**config.mk**
```make
export PLATFORM = sky130hd
export DESIGN_NAME = maj_chain_sequencer
export DESIGN_NICKNAME = d
export VERILOG_FILES = /design/src/rtl/maj_pkg.sv /design/src/rtl/maj3_unit.sv /design/src/rtl/maj_chain_sequencer.sv
export SDC_FILE = /design/constraint.sdc
export NUM_CORES = 1
export LEC_CHECK = 0
export ABC_AREA = 1
export CORE_MARGIN = 3
export CORE_UTILIZATION = 48
export DETAILED_ROUTE_END_ITERATION = 8
export PLACE_DENSITY = 0.65
export SLEW_MARGIN = 10
export SYNTH_ARGS = -nofsm -noshare
export SYNTH_HDL_FRONTEND = slang
export SYNTH_SLANG_ARGS = --single-unit
```
**constraint.sdc**
```tcl
create_clock -name clk -period 4.59 [get_ports clk]
set_clock_uncertainty 0.2 [all_clocks]
set_input_delay 0.6885 -clock clk [delete_from_list [all_inputs] [get_ports clk]]
set_output_delay 0.6885 -clock clk [all_outputs]
set_load 0.03 [all_outputs]
```
**src/rtl/maj_pkg.sv**
```systemverilog
// Shared constants, table record types, FSM state encoding and the reset-time
// node table for the MIG chain sequencer.
package maj_pkg;

  localparam int NUM_PI    = 18;
  localparam int NUM_NODES = 10;
  localparam int IDX_W     = 5;

  typedef struct packed {
    logic             compl;
    logic [IDX_W-1:0] idx;
  } operand_t;

  // Operand a occupies the LSBs so a raw cfg_data word casts straight to a node.
  typedef struct packed {
    operand_t c;
    operand_t b;
    operand_t a;
  } node_t;

  typedef enum logic [1:0] {
    IDLE,
    EVAL,
    DONE
  } state_t;

  function automatic node_t mk_node(input int a, input int b, input int c);
    node_t n;
    n.a = '{compl: 1'b0, idx: IDX_W'(a)};
    n.b = '{compl: 1'b0, idx: IDX_W'(b)};
    n.c = '{compl: 1'b0, idx: IDX_W'(c)};
    return n;
  endfunction

  // Six PI triplets feed a ripple of majorities that ends in node 9.
  localparam node_t DEFAULT_TABLE [NUM_NODES] = '{
    mk_node(0, 1, 2),
    mk_node(3, 4, 5),
    mk_node(6, 7, 8),
    mk_node(9, 10, 11),
    mk_node(12, 13, 14),
    mk_node(15, 16, 17),
    mk_node(NUM_PI + 0, NUM_PI + 1, NUM_PI + 2),
    mk_node(NUM_PI + 6, NUM_PI + 2, NUM_PI + 3),
    mk_node(NUM_PI + 7, NUM_PI + 3, NUM_PI + 4),
    mk_node(NUM_PI + 8, NUM_PI + 4, NUM_PI + 5)
  };

endpackage

```
**src/rtl/maj3_unit.sv**
```systemverilog
// Single shared majority gate: applies per-operand complement, then votes.
module maj3_unit (
  input  logic [2:0] op_val,
  input  logic [2:0] op_compl,
  output logic       maj
);

  logic [2:0] v;

  assign v   = op_val ^ op_compl;
  assign maj = (v[0] & v[1]) | (v[0] & v[2]) | (v[1] & v[2]);

endmodule

```
**src/rtl/maj_chain_sequencer.sv**
```systemverilog
// Time-multiplexed MIG evaluator: captures a PI vector, walks the node table
// one node per cycle through one MAJ3 unit, and hands back the last node.
module maj_chain_sequencer #(
  parameter int NUM_PI    = maj_pkg::NUM_PI,
  parameter int NUM_NODES = maj_pkg::NUM_NODES,
  parameter int IDX_W     = maj_pkg::IDX_W
) (
  input  logic                   clk,
  input  logic                   rst,
  input  logic                   in_valid,
  output logic                   in_ready,
  input  logic [NUM_PI-1:0]      in_data,
  output logic                   out_valid,
  input  logic                   out_ready,
  output logic                   out_data,
  output logic                   busy,
  input  logic                   cfg_we,
  input  logic [IDX_W-1:0]       cfg_addr,
  input  logic [3*(IDX_W+1)-1:0] cfg_data
);

  import maj_pkg::*;

  localparam logic [IDX_W-1:0] LAST = IDX_W'(NUM_NODES - 1);

  state_t               state, state_nxt;
  logic [NUM_PI-1:0]    pi_q;
  logic [NUM_NODES-1:0] val_q;
  node_t                table_q [NUM_NODES];
  logic [IDX_W-1:0]     cnt;

  logic       accept, cfg_ok, last_node, node_val;
  node_t      cur_node;
  logic [2:0] op_val, op_compl;

  // Out-of-range indices fall through to 0; cleared node values make
  // forward references read 0 as well.
  function automatic logic sig_at(input logic [IDX_W-1:0] idx,
                                  input logic [NUM_PI-1:0] pis,
                                  input logic [NUM_NODES-1:0] vals);
    logic r;
    r = 1'b0;
    for (int k = 0; k < NUM_PI; k++)
      if (idx == IDX_W'(k)) r = pis[k];
    for (int k = 0; k < NUM_NODES; k++)
      if (idx == IDX_W'(NUM_PI + k)) r = vals[k];
    return r;
  endfunction

  assign accept    = (state == IDLE) && in_valid;
  assign cfg_ok    = (state == IDLE) && cfg_we && (cfg_addr <= LAST);
  assign last_node = (cnt == LAST);

  always_comb begin
    // NOTE: every combinational output gets a default first so no path can infer a latch.
    cur_node = '0;
    for (int k = 0; k < NUM_NODES; k++)
      if (cnt == IDX_W'(k)) cur_node = table_q[k];
  end

  assign op_val   = {sig_at(cur_node.c.idx, pi_q, val_q),
                     sig_at(cur_node.b.idx, pi_q, val_q),
                     sig_at(cur_node.a.idx, pi_q, val_q)};
  assign op_compl = {cur_node.c.compl, cur_node.b.compl, cur_node.a.compl};

  maj3_unit u_maj3 (
    .op_val  (op_val),
    .op_compl(op_compl),
    .maj     (node_val)
  );

  // State register
  always_ff @(posedge clk) begin
    // NOTE: sequential state uses non-blocking assignments so all flops update together.
    if (rst) state <= IDLE;
    else     state <= state_nxt;
  end

  // Next-state logic
  always_comb begin
    state_nxt = state;
    unique case (state)
      IDLE:    if (in_valid)  state_nxt = EVAL;
      EVAL:    if (last_node) state_nxt = DONE;
      DONE:    if (out_ready) state_nxt = IDLE;
      default: state_nxt = IDLE;
    endcase
  end

  // Output logic
  always_comb begin
    in_ready  = (state == IDLE);
    out_valid = (state == DONE);
    busy      = (state != IDLE);
    out_data  = (state == DONE) ? val_q[NUM_NODES-1] : 1'b0;
  end

  // Datapath: table writes, PI capture, node value file, node counter.
  always_ff @(posedge clk) begin
    if (rst) begin
      pi_q  <= '0;
      val_q <= '0;
      cnt   <= '0;
      // NOTE: the table is a flop array with a defined power-up network, so it is reset explicitly.
      for (int k = 0; k < NUM_NODES; k++) table_q[k] <= DEFAULT_TABLE[k];
    end else begin
      if (cfg_ok)
        for (int k = 0; k < NUM_NODES; k++)
          if (cfg_addr == IDX_W'(k)) table_q[k] <= node_t'(cfg_data);
      if (accept) begin
        pi_q  <= in_data;
        val_q <= '0;
        cnt   <= '0;
      end else if (state == EVAL) begin
        for (int k = 0; k < NUM_NODES; k++)
          if (cnt == IDX_W'(k)) val_q[k] <= node_val;
        cnt <= last_node ? '0 : cnt + 1'b1;
      end
    end
  end

endmodule

```
==> results.json <==
{
  "drtIter0Drc": 1304,
  "crit-reg2reg-launch": "cnt[0]",
  "hold_viol": 0,
  "syn_nets": 1469,
  "crit_top_cell": "nand2_1",
  "muxShareOfSynthArea_pct": 0,
  "synth_top_family_by_area": "simple AND/OR/NAND/NOR gates",
  "dpl_cell_area_um2": 12360,
  "cts_tree": "built",
  "routed_wl_um": 36160,
  "start_kind": "flip-flop",
  "wl_per_cell_um": 19.72,
  "finalPower_mw": 4.850,
  "relSlewSlack_pct": 44.20,
  "min_path_cells": 2,
  "grt_antenna_before_repair": 0,
  "hp-class": "reg2reg",
  "io_pins": 50,
  "start_util_pct": 49.83,
  "ant_nets": 0,
  "cp_slowest_stage_delay_ns": 0.38,
  "power_density_nw_per_um2": 352.9,
  "cts-root-buf": "clkbuf_16",
  "rsz0062_at_grt": "true",
  "dp_hpwl_um": 25090,
  "syn_avg_cell_area_um2": 8.096,
  "synthCells": 1419,
  "min_from": "cnt[1]",
  "crit_path_end_kind": "flip-flop",
  "clock-sinks": 215,
  "synth-compound-area-share_pct": 7.166,
  "crit_arrival_ns": 4.63,
  "placementRows": 55,
  "h-tree-depth": 1,
  "grt_pass1_wl_um": 53630,
  "grt_use_total_pct": 26.99,
  "drive_above_1_share_pct": 15.32,
  "crit_slowest_cell": "o211ai_1",
  "status": "finished, final reports clean",
  "max_slew.worst_pin.slew_ns": 0.8349,
  "numCtsBuffers": 25,
  "path_depth": 33,
  "finalInstanceArea_um2": 13740,
  "cts.reportedPaths.clkPinSlew_ns": 0.06,
  "min_period_ns": 4.369,
  "path_buf_inv": 3,
  "synthesis.area_um2": 11490,
  "grt_pass1_vias": 9052,
  "vias": 10020,
  "critPathLaunch": "cnt[0]",
  "ys_warn_count": 0,
  "max_freq_mhz": 228.9,
  "gp_congestion": 0.9576,
  "period_share_pct": 95.19,
  "viasPerCell": 5.462,
  "overflow": 0,
  "clockBufferDepth": 3,
  "synth_cell_types": 45,
  "die_w_um": 160.7,
  "worstPathRequired_ns": 4.85,
  "synth_fa_ha_area_share_pct": 0.4356,
  "leakagePower_nw": 5.428,
  "cp_top_family": "simple AND/OR/NAND/NOR gates",
  "diodes": 0,
  "die_h_um": 160.7,
  "coreArea_um2": 23050,
  "grt_max_degree": 34,
  "setup_viol": 0,
  "drt_pass1_iterations": 6,
  "fin_nets": 1552,
  "synth_simple_gate_area_share_pct": 30.85,
  "synth_seq_cells": 215,
  "reg2reg_depth": 33,
  "drc": 0,
  "syn2layout_area_growth_pct": 19.61,
  "clk_latency_ns": 0.53,
  "yosysSeqAreaShare_pct": 53.15,
  "critPathMaxFanout": 10,
  "slew_violations": 0,
  "path_class": "reg2reg",
  "port_buffers": 49,
  "synthXorXnorAreaFrac_pct": 0,
  "ir_drop_mv": 0.3012,
  "maxCapViolCount": 0,
  "die-area_um2": 25830
}
worst min-delay path: cells and delay by family (launching register included):
family	cells	cell delay (ns)
flip-flops	1	0.35
AO/OA/AOI/OAI	1	0.06
AND/OR/NAND/NOR	1	0.07
final cells by class:
cell class	count	area, um^2
well taps	313	391.6
inverters	194	740.7
fillers	2079	9311
clock buffers	35	684.4
multi-input cells	969	4823
repair buffers	97	899.6
flip-flops and latches	215	6111
clock inverters	11	91.34
logic make-up (layout without fill, tap and decap cells):
logic type / after synthesis / after routing
and+or+nand+nor: 825 / 829
buffers and inverters: 239 / 337
DFF: 215 / 215
AOI/OAI and AO/OA: 136 / 136
adders and majority gates: 4 / 4
worst paths after layout:
check / endpoint / slack (ns)
worst min-delay path: cnt[1] / 0.33
worst max register to register: val_q[7] / 0.22
worst min register to register: cnt[1] / 0.33
worst max-delay path: val_q[7] / 0.22
report_power, final:
group	leakage (nW)	internal, mW	switching [mW]
combinational	3.11	0.234	0.510
clock	0.382	1.10	0.793
sequential	1.94	2.17	0.0395
total	5.43	3.51	1.34
synth_stat cells (all sizes together):
master   instances  share of area [%]
nand2          427                 14
nor2           223                8.0
edfxtp         180                 47
inv            170                5.6
nand3          101                4.5
o21ai           82                3.6
nand4           41                2.2
dfxtp           35                6.1
a21oi           25                1.5
clkbuf          24               0.78
clkinv          24               0.78
buf             21                1.3
or2             15               0.82
nor3            11               0.48
o211ai           6               0.44
a31oi            5               0.27
nand3b           5               0.33
a22oi            4               0.26
ha               4               0.44
a211oi           3               0.20
a21boi           2               0.26
a31o             2               0.15
nor4             2               0.11
o2111ai          2               0.15
o21bai           2               0.13
a221oi           1              0.076
a32o             1              0.087
o22ai            1              0.054
per-layer routing:
metal | share of wire, % | vias to the layer above | global-route usage, % | routed length [um]
met2 | 43 | 480 | 40.87 | 15540
li1 | - | 4797 | - | -
met3 | 8.9 | 59 | 4.591 | 3216
met4 | 2.8 | 0 | 6.492 | 1030
met5 | 0 | - | 0 | 0
met1 | 45 | 4682 | 40.65 | 16380
per-stage QoR:
step	utilization, %	worst slack, ns	hold WS [ns]	setup TNS [ns]	cells
6_report	59.61	0.2206	0.3255	0	1834
2_1_floorplan	-	0.9968	0.2707	0	1419
3_3_place_gp	53.62	0.1040	0.3240	0	1763
3_5_place_dp	53.62	0.06574	0.3474	0	1763
4_1_cts	56.99	0.03491	0.3523	0	1809
5_1_grt	59.61	-0.03169	0.3571	-0.2268	1834
what timing repair did:
| item | in CTS | in global routing |
|---|---|---|
| endpoints found under the setup margin | 0 | 10 |
| endpoints found under the hold margin | 0 | 0 |
| setup buffers | 0 | 21 |
| hold buffers | 0 | 0 |
| gates resized for setup | 0 | 107 |
state kept, by name, indices dropped and copies added, names as in the netlist:
| signal | count |
|---|---|
| cnt | 5 |
| pi_q | 18 |
| state | 2 |
| table_q | 180 |
| val_q | 10 |
cells in the final DEF (no fill, tap or decap), types with 18 or more instances in the layout:
cell type	instances
nand2_1	380
nor2_1	202
edfxtp_1	180
inv_1	140
nand3_1	87
o21ai_0	63
clkdlybuf4s50_1	49
nand4_1	41
buf_4	41
dfxtp_1	33
nand2_2	32
clkinv_1	29
inv_2	27
clkbuf_16	25
o21ai_1	18
No activity file was read; power rests on OpenSTA's default activity.
